--- src/rtl/uart_rx_ovs.sv ---
`default_nettype none
// ============================================================================
// uart_rx_ovs : oversampling UART receiver with parity/framing/overrun flags
// Revision: 1.0
// ============================================================================
module uart_rx_ovs #(
  parameter int DATA_BITS  = 8,
  parameter int OVERSAMPLE = 16,
  parameter int PARITY_EN  = 0,
  parameter int PARITY_ODD = 0,
  parameter int STOP_BITS  = 1
) (
  input  logic                 clk,
  input  logic                 rst,
  input  logic                 tick,
  input  logic                 rx,
  output logic [DATA_BITS-1:0] data_out,
  output logic                 data_valid,
  input  logic                 data_ack,
  output logic                 parity_err,
  output logic                 frame_err,
  output logic                 overrun,
  output logic                 busy
);

  localparam int TW = $clog2(OVERSAMPLE);
  localparam int BW = $clog2(DATA_BITS);
  localparam logic [TW-1:0] C_HALF_M1   = TW'(OVERSAMPLE / 2 - 1);
  localparam logic [TW-1:0] C_FULL_M1   = TW'(OVERSAMPLE - 1);
  localparam logic [BW-1:0] C_LAST_BIT  = BW'(DATA_BITS - 1);
  localparam logic [BW-1:0] C_LAST_STOP = BW'(STOP_BITS - 1);
  localparam logic          C_ODD       = (PARITY_ODD != 0);

  typedef enum logic [2:0] {
    S_IDLE   = 3'd0,
    S_START  = 3'd1,
    S_DATA   = 3'd2,
    S_PARITY = 3'd3,
    S_STOP   = 3'd4
  } state_t;

  state_t                 state_q, state_d;
  logic                   rx_meta_q, rx_sync_q;
  logic [TW-1:0]          tick_cnt_q, tick_cnt_d;
  logic [BW-1:0]          bit_cnt_q, bit_cnt_d;
  logic [DATA_BITS-1:0]   shift_q, shift_d;
  logic                   frm_perr_q, frm_perr_d;
  logic                   stop_err_q, stop_err_d;
  logic [DATA_BITS-1:0]   data_out_q, data_out_d;
  logic                   data_valid_q, data_valid_d;
  logic                   parity_err_q, parity_err_d;
  logic                   frame_err_q, frame_err_d;
  logic                   overrun_q, overrun_d;
  logic                   w_done;

  always_ff @(posedge clk or posedge rst) begin
    if (rst) begin
      rx_meta_q    <= 1'b1;
      rx_sync_q    <= 1'b1;
      state_q      <= S_IDLE;
      tick_cnt_q   <= '0;
      bit_cnt_q    <= '0;
      shift_q      <= '0;
      frm_perr_q   <= 1'b0;
      stop_err_q   <= 1'b0;
      data_out_q   <= '0;
      data_valid_q <= 1'b0;
      parity_err_q <= 1'b0;
      frame_err_q  <= 1'b0;
      overrun_q    <= 1'b0;
    end else begin
      rx_meta_q    <= rx;
      rx_sync_q    <= rx_meta_q;
      state_q      <= state_d;
      tick_cnt_q   <= tick_cnt_d;
      bit_cnt_q    <= bit_cnt_d;
      shift_q      <= shift_d;
      frm_perr_q   <= frm_perr_d;
      stop_err_q   <= stop_err_d;
      data_out_q   <= data_out_d;
      data_valid_q <= data_valid_d;
      parity_err_q <= parity_err_d;
      frame_err_q  <= frame_err_d;
      overrun_q    <= overrun_d;
    end
  end

  always_comb begin
    state_d    = state_q;
    tick_cnt_d = tick_cnt_q;
    bit_cnt_d  = bit_cnt_q;
    shift_d    = shift_q;
    frm_perr_d = frm_perr_q;
    stop_err_d = stop_err_q;
    w_done     = 1'b0;
    unique case (state_q)
      S_IDLE: begin
        if (tick && !rx_sync_q) begin
          state_d    = S_START;
          tick_cnt_d = '0;
        end
      end
      S_START: begin
        if (tick) begin
          if (tick_cnt_q == C_HALF_M1) begin
            tick_cnt_d = '0;
            bit_cnt_d  = '0;
            frm_perr_d = 1'b0;
            state_d    = rx_sync_q ? S_IDLE : S_DATA;
          end else begin
            tick_cnt_d = tick_cnt_q + 1'b1;
          end
        end
      end
      S_DATA: begin
        if (tick) begin
          if (tick_cnt_q == C_FULL_M1) begin
            tick_cnt_d = '0;
            shift_d    = {rx_sync_q, shift_q[DATA_BITS-1:1]};
            if (bit_cnt_q == C_LAST_BIT) begin
              bit_cnt_d  = '0;
              stop_err_d = 1'b0;
              state_d    = (PARITY_EN != 0) ? S_PARITY : S_STOP;
            end else begin
              bit_cnt_d = bit_cnt_q + 1'b1;
            end
          end else begin
            tick_cnt_d = tick_cnt_q + 1'b1;
          end
        end
      end
      S_PARITY: begin
        if (tick) begin
          if (tick_cnt_q == C_FULL_M1) begin
            tick_cnt_d = '0;
            frm_perr_d = ((^shift_q) ^ rx_sync_q) != C_ODD;
            state_d    = S_STOP;
          end else begin
            tick_cnt_d = tick_cnt_q + 1'b1;
          end
        end
      end
      S_STOP: begin
        if (tick) begin
          if (tick_cnt_q == C_FULL_M1) begin
            tick_cnt_d = '0;
            if (!rx_sync_q) begin
              stop_err_d = 1'b1;
            end
            // Leave at the last mid-stop sample so a following start edge is not missed
            if (bit_cnt_q == C_LAST_STOP) begin
              w_done  = 1'b1;
              state_d = S_IDLE;
            end else begin
              bit_cnt_d = bit_cnt_q + 1'b1;
            end
          end else begin
            tick_cnt_d = tick_cnt_q + 1'b1;
          end
        end
      end
      default: begin
        state_d = S_IDLE;
      end
    endcase
  end

  always_comb begin
    data_out_d   = data_out_q;
    data_valid_d = data_valid_q;
    parity_err_d = parity_err_q;
    frame_err_d  = frame_err_q;
    overrun_d    = 1'b0;
    if (w_done) begin
      // A same-cycle ack frees the buffer for the word just completed
      if (!data_valid_q || data_ack) begin
        data_out_d   = shift_q;
        parity_err_d = frm_perr_q;
        frame_err_d  = stop_err_q | ~rx_sync_q;
        data_valid_d = 1'b1;
      end else begin
        overrun_d = 1'b1;
      end
    end else if (data_ack) begin
      data_valid_d = 1'b0;
    end
  end

  assign data_out   = data_out_q;
  assign data_valid = data_valid_q;
  assign parity_err = parity_err_q;
  assign frame_err  = frame_err_q;
  assign overrun    = overrun_q;
  assign busy       = (state_q != S_IDLE);

endmodule
`default_nettype wire

--- config.mk ---
export PLATFORM = sky130hd
export DESIGN_NAME = uart_rx_ovs
export DESIGN_NICKNAME = d
export VERILOG_FILES = /design/src/rtl/uart_rx_ovs.sv
export SDC_FILE = /design/constraint.sdc
export NUM_CORES = 1
export LEC_CHECK = 0
export CELL_PAD_IN_SITES_DETAIL_PLACEMENT = 0
export CELL_PAD_IN_SITES_GLOBAL_PLACEMENT = 2
export CORE_ASPECT_RATIO = 1.2
export CORE_MARGIN = 3
export CORE_UTILIZATION = 38
export DETAILED_ROUTE_END_ITERATION = 6
export PLACE_DENSITY_LB_ADDON = 0.2
export SLEW_MARGIN = 20
export SYNTH_ARGS = -nofsm -noshare
export SYNTH_HDL_FRONTEND = slang
export SYNTH_SLANG_ARGS = --single-unit
export TNS_END_PERCENT = 5
--- constraint.sdc ---
create_clock -name clk -period 2.1 [get_ports clk]
set_clock_uncertainty 0.05 [all_clocks]
set_input_delay 0.42 -clock clk [delete_from_list [all_inputs] [get_ports clk]]
set_output_delay 0.42 -clock clk [all_outputs]
set_load 0.02 [all_outputs]
==> metrics.yaml, run 1 <==
power:
  clockPowerShare: 0.223
  p_sw_w: 0.000822
  seqPwrFrac: 0.380
  max-vdd-ir-drop_mv: 0.616
  power.leakage_nw: 1.06
  internal_power_w: 0.00139
  p_per_area_nw_per_um2: 1000
  swShare: 0.372
  comb_power_share: 0.397
hold_path:
  hold_path_startpoint: "rx_meta_q"
  hold_path.class: "reg -> reg"
  hold_end: "rx_sync_q"
  holdPathStages: 0
grt:
  grt_busiest_layer: "met2"
  grtUsageMet3: 0.0330
  grt_usage: 0.141
  grt_pass1_wl_mm: 6.20
  grt_max_degree: 35
  grtUsageMet2: 0.257
  met1_usage: 0.163
  gr-total-overflow: 0
  grt_pass1_vias: 1257
  antenna_found_initial: 0
floorplan:
  die_height_um: 81.9
  initial_core_util: 0.394
  num_rows: 27
  fp.coreArea_sq_um: 4630
  pin_count: 18
  dieArea_sq_um: 5670
  die_w_um: 69.3
synth:
  synth_area_leaders: "dfrtp_1 (44%), mux2_2 (6.8%), mux2_4 (6.6%)"
  syn-num-nets: 160
  synth_warnings: 0
  synth_largest_area_cell: "dfrtp_1"
  synth_top_area_share: 0.439
  netlist_area_sq_um: 1820
  synthFlopType: "dfrtp_1"
  async_reset_ff_frac: 1.00
  yosysMostFrequentCell: "dfrtp_1"
  yosysSeqAreaShare: 0.468
  ys_seq_elements: 34
  synth_edf_count: 0
  syn_inst: 151
  syn_area_per_cell_sq_um: 12.1
  yosysUniqueCellTypes: 49
  synthTopCellsByCount: "dfrtp_1 (32), mux2_2 (11), nand2_1 (9)"
layout:
  syn_to_final_growth_pct: 21.1
  final_nets: 189
  drive_above_1_share: 0.287
  antenna_cells: 0
  fill_cells: 409
clocking:
  cts_buffer_depth: 2
  postCtsSetupBuffers: 0
  holdBufCountCts: 0
  cts_tree: "done"
  root_buffer: "clkbuf_8"
  clkSinkCount: 34
  cts_resized: 2
  htreeDepth: 2
  cts.clk_slew.worst_paths_ns: 0.07
  worst_skew_pair.late_latency_ns: 0.28
  cts_buffers: 5
sta:
  max_freq_mhz: 520
  fin_crit_sh: 0.916
  hold-worst-slack_ns: 0.306
  final.min_clock_period_ns: 1.92
  maxSlewHeadroom: 0.713
  tightest_slew_ns: 0.430
  timing.final.hold_violations: 0
  setup_tns_ns: 0
  maxSlewViolCount: 0
  finalSetupViolCount: 0
  rsz0062_at_grt: "false"
  layout_setup_ws_ns: 0.176
critical_path:
  r2r_setup_slack_ns: 0.20
  cp_max_fo: 9
  crit_type: "reg -> out"
  worstReg2RegStart: "bit_cnt_q[0]"
  endpoint_kind: "primary output"
  timing.rr.end: "state_q[1]"
  cp-start-kind: "flip-flop"
  cp.arrival_ns: 1.45
  ff2ff_path_depth: 7
  required_ns: 1.63
placed_design:
  dp_slack_ns: -0.0574
  hpwl_mm: 2.74
  io_buffers: 17
  place_congestion: 0.790
drt:
  first_iter_violations: 64
  drc: 0
  wl_per_cell_um: 15.1
  vias: 1233
  postRouteAntennaNets: 0
  drt-total-wl_mm: 3.62
  routed_via_density: 5.16
  firstDrtPassIters: 4
status:
  status: "finished clean"
run:
  drv_cap: 0
## kinds of logic (layout without fill, tap and decap cells)
family / count (synthesis) / count (layout) / share of synthesized area
AOI/OAI and AO/OA: 28 / 28 / 0.115
xor gates and xnor gates: 8 / 8 / 0.0460
adders and majority gates: 4 / 4 / 0.0274
buffers and inverters: 15 / 45 / 0.0453
DFF: 34 / 34 / 0.468
muxes: 24 / 24 / 0.162
and+or+nand+nor: 38 / 38 / 0.137
## critical path, cell delays in order (launching register included)
cell           delay [ns]
dfrtp_2              0.49
or3_1                0.35
dlygate4sd2_1        0.33
## through the flow
stage               total power, W  area (sq um)  utilization  std cells
floorplan                  0.00150          1820            -        151
global placement           0.00172          2120        0.457        231
detailed placement         0.00174          2120        0.457        231
CTS                        0.00224          2210        0.477        239
global route               0.00239          2210        0.477        239
finish                     0.00221          2210        0.477        239
## worst max path at each step
stage / start / endpoint / slack (ns)
floorplan: bit_cnt_q[0] / state_q[1] / 0.25
detailed placement: tick / shift_q[3] / -0.06
finish: state_q[1] / busy / 0.18
global route: bit_cnt_q[0] / state_q[1] / 0.1
global placement: tick / shift_q[7] / 0.004
CTS: state_q[1] / busy / 0.16
## per-layer routing
metal	share of wire	routed length, um
met1	0.44	1580
met2	0.53	1910
met3	0.025	92
met4	0.0097	35
met5	0	0
## power by group through the flow
stage / sequential (W) / combinational (W) / clock, W
floorplan: 0.000801 / 0.000695 / 0
global placement: 0.000851 / 0.000872 / 0
detailed placement: 0.000850 / 0.000887 / 0
CTS: 0.000839 / 0.000884 / 0.000517
global route: 0.000860 / 0.000980 / 0.000555
finish: 0.000840 / 0.000876 / 0.000493
## area by class of cell
| class | instances | area (sq um) | area share |
|---|---|---|---|
| timing repair buffer | 29 | 272 | 0.123 |
| clock buffer | 7 | 86.3 | 0.0391 |
| inverter | 8 | 30.0 | 0.0136 |
| multi-input combinational | 102 | 888 | 0.402 |
| clock inverter | 1 | 5.00 | 0.00227 |
| sequential | 34 | 855 | 0.387 |
| tap | 58 | 72.6 | 0.0329 |
## sequential cells by signal (all words and copies together), names as in the netlist, 3 cells and up
register	flops
tick_cnt_q	4
shift_q	8
state_q	3
data_out	8
bit_cnt_q	3
## placed cells by master, fill, tap and decap left out, types with 5 or more instances in the layout
cell type and count:
nor2_1 5, clkbuf_8 6, mux2_4 8, nand2_1 9, a21oi_1 6, clkdlybuf4s50_1 16
mux2_2 11, buf_4 11, inv_1 8, dfrtp_1 31
Note: power is estimated with default switching activity, not from simulation.
==> inputs of run 2 (changes only) <==
- CORE_ASPECT_RATIO: 1.2 -> 1.25
- SLEW_MARGIN: 20 -> 30
==> run 2 against run 1 <==
Against the previous run:
- combinational power grew 2%
- clock power is 1% higher
- final cell count stayed put
- wire length rose by 2.9%
- global-route usage is 0.65 points higher
- die area barely moved
- sequential cell count is the same
- hold slack improved by 0.0078 ns
- core utilization grew 1.0 points
- sequential share of layout area about the same
- critical path type unchanged
- critical endpoint unchanged
- largest power group unchanged
- highest routed layer unchanged
==> metrics.yaml, run 2 (synthesis results as in run 1) <==
status:
  status: "finished clean"  # unchanged
grt:
  grt_max_degree: 35  # unchanged
  grt_pass1_vias: 1254  # was 1,257
  grt_pass1_wl_mm: 6.22  # was 6.20 mm
  antenna_found_initial: 0  # unchanged
  grt_usage: 0.147  # was 0.141
  gr-total-overflow: 0  # unchanged
critical_path:
  max_stage_delay_ns: 0.45  # was 0.49 ns
  endpoint_kind: "primary output"  # unchanged
  cp.arrival_ns: 1.45  # about the same
  cp_cell_sequence: "or3_1, dlygate4sd2_1"  # unchanged
  slowest_stage: "or3_1"  # was dfrtp_2
  timing.rr.end: "state_q[1]"  # unchanged
  cp-start-kind: "flip-flop"  # unchanged
  worstReg2RegStart: "bit_cnt_q[0]"  # unchanged
  crit_type: "reg -> out"  # unchanged
  required_ns: 1.63  # about the same
  ff2ff_path_depth: 7  # unchanged
  r2r_setup_slack_ns: 0.21  # was 0.20 ns
  cp_max_fo: 4  # was 9
floorplan:
  pin_count: 18  # unchanged
  fp.coreArea_sq_um: 4530  # was 4630 sq um
  dieArea_sq_um: 5670  # about the same
  initial_core_util: 0.403  # was 0.394
  die_height_um: 83.5  # was 81.9 um
  die_w_um: 68.0  # was 69.3 um
  num_rows: 27  # unchanged
drt:
  firstDrtPassIters: 4  # unchanged
  postRouteAntennaNets: 0  # unchanged
  drc: 0  # unchanged
  first_iter_violations: 87  # was 64
  vias: 1241  # was 1,233
  drt-total-wl_mm: 3.72  # was 3.62 mm
  routed_via_density: 5.19  # was 5.16
  wl_per_cell_um: 15.6  # was 15.1 um
clocking:
  cts_resized: 1  # was 2
  clkSinkCount: 34  # unchanged
  cts.clk_slew.worst_paths_ns: 0.07  # about the same
  cts_buffer_depth: 2  # unchanged
  cts_tree: "done"  # unchanged
  holdBufCountCts: 0  # unchanged
  htreeDepth: 2  # unchanged
  root_buffer: "clkbuf_8"  # unchanged
  worst_skew_pair.late_latency_ns: 0.28  # about the same
  cts_buffers: 5  # unchanged
  postCtsSetupBuffers: 0  # unchanged
sta:
  finalSetupViolCount: 0  # unchanged
  timing.final.hold_violations: 0  # unchanged
  layout_setup_ws_ns: 0.176  # about the same
  final.min_clock_period_ns: 1.92  # about the same
  setup_tns_ns: 0  # unchanged
  max_freq_mhz: 520  # about the same
  rsz0062_at_grt: "false"  # unchanged
  tightest_slew_ns: 0.437  # was 0.430 ns
  fin_crit_sh: 0.916  # about the same
  maxSlewHeadroom: 0.709  # was 0.713
  maxSlewViolCount: 0  # unchanged
layout:
  drive_above_1_share: 0.282  # was 0.287
  antenna_cells: 0  # unchanged
  syn_to_final_growth_pct: 21.0  # was 21.1%
  final_nets: 189  # unchanged
  stdcell_count: 239  # unchanged
  layout_common_cells: "dfrtp_1 (32), clkdlybuf4s50_1 (16), mux2_2 (11), buf_4 (11), nand2_1 (9)"  # was dfrtp_1 (31), clkdlybuf4s50_1 (16), mux2_2 (11), buf_4 (11), nand2_1 (9)
  mostFrequentLayoutCell: "dfrtp_1"  # unchanged
  final_util: 0.488  # was 0.477
hold_path:
  hold_end: "rx_sync_q"  # unchanged
  hold_path_startpoint: "rx_meta_q"  # unchanged
  hold_path.class: "reg -> reg"  # unchanged
  holdPathStages: 0  # unchanged
placed_design:
  post-place-cells: 231  # unchanged
  dp_slack_ns: -0.0235  # was -0.0574 ns
  hpwl_mm: 2.74  # about the same
  place_congestion: 0.717  # was 0.790
  io_buffers: 17  # unchanged
power:
  max-vdd-ir-drop_mv: 0.711  # was 0.616 mV
  power.leakage_nw: 1.06  # about the same
  p_per_area_nw_per_um2: 1000  # about the same
  total_power_w: 0.00221  # about the same
run:
  drv_cap: 0  # unchanged
run 2: layout make-up:
class	instances	area (sq um)
sequential	34	853
clock inverter	1	5.00
multi-input combinational	102	888
tap	58	72.6
timing repair buffer	29	272
fill	424	2320
clock buffer	7	86.3
inverter	8	30.0
run 2: how the worst max path moves through the flow:
| stage | from | endpoint | slack, ns | depth (start not counted) |
|---|---|---|---|---|
| floorplan | bit_cnt_q[0] | state_q[1] | 0.25 | 6 |
| global placement | tick | shift_q[1] | 0.03 | 4 |
| detailed placement | tick | shift_q[2] | -0.02 | 4 |
| CTS | state_q[2] | busy | 0.15 | 2 |
| global route | bit_cnt_q[0] | state_q[2] | 0.07 | 8 |
| finish | state_q[2] | busy | 0.18 | 2 |
run 2: layer usage:
metal | share of wire | GRT usage | vias to the layer above
li1 | - | - | 604
met1 | 0.43 | 0.173 | 610
met2 | 0.52 | 0.244 | 19
met3 | 0.028 | 0.0364 | 8
met4 | 0.025 | 0.0669 | 0
met5 | 0 | 0 | -
run 2: power by group:
group          switching [W]  leakage [nW]  internal [W]
combinational       0.000519         0.559      0.000375
sequential         0.0000808         0.453      0.000733
clock               0.000234        0.0482      0.000264
run 2: worst max-delay path, delay by kind of cell (launching register included):
family | cells | cell delay, ns
flip-flops | 1 | 0.37
buffers and inverters | 1 | 0.36
AND/OR/NAND/NOR | 1 | 0.45
run 2: metrics by stage:
step | hold slack [ns] | instance area, sq um
2_1_floorplan | 0.295 | 1820
3_3_place_gp | 0.299 | 2120
3_5_place_dp | 0.305 | 2120
4_1_cts | 0.317 | 2210
5_1_grt | 0.319 | 2210
6_report | 0.313 | 2210
==> inputs of run 3 (changes only) <==
- CTS_CLUSTER_SIZE: default -> 40
==> results of run 3 <==
No change in the layout: final DEF, timing and power equal those of run 2.
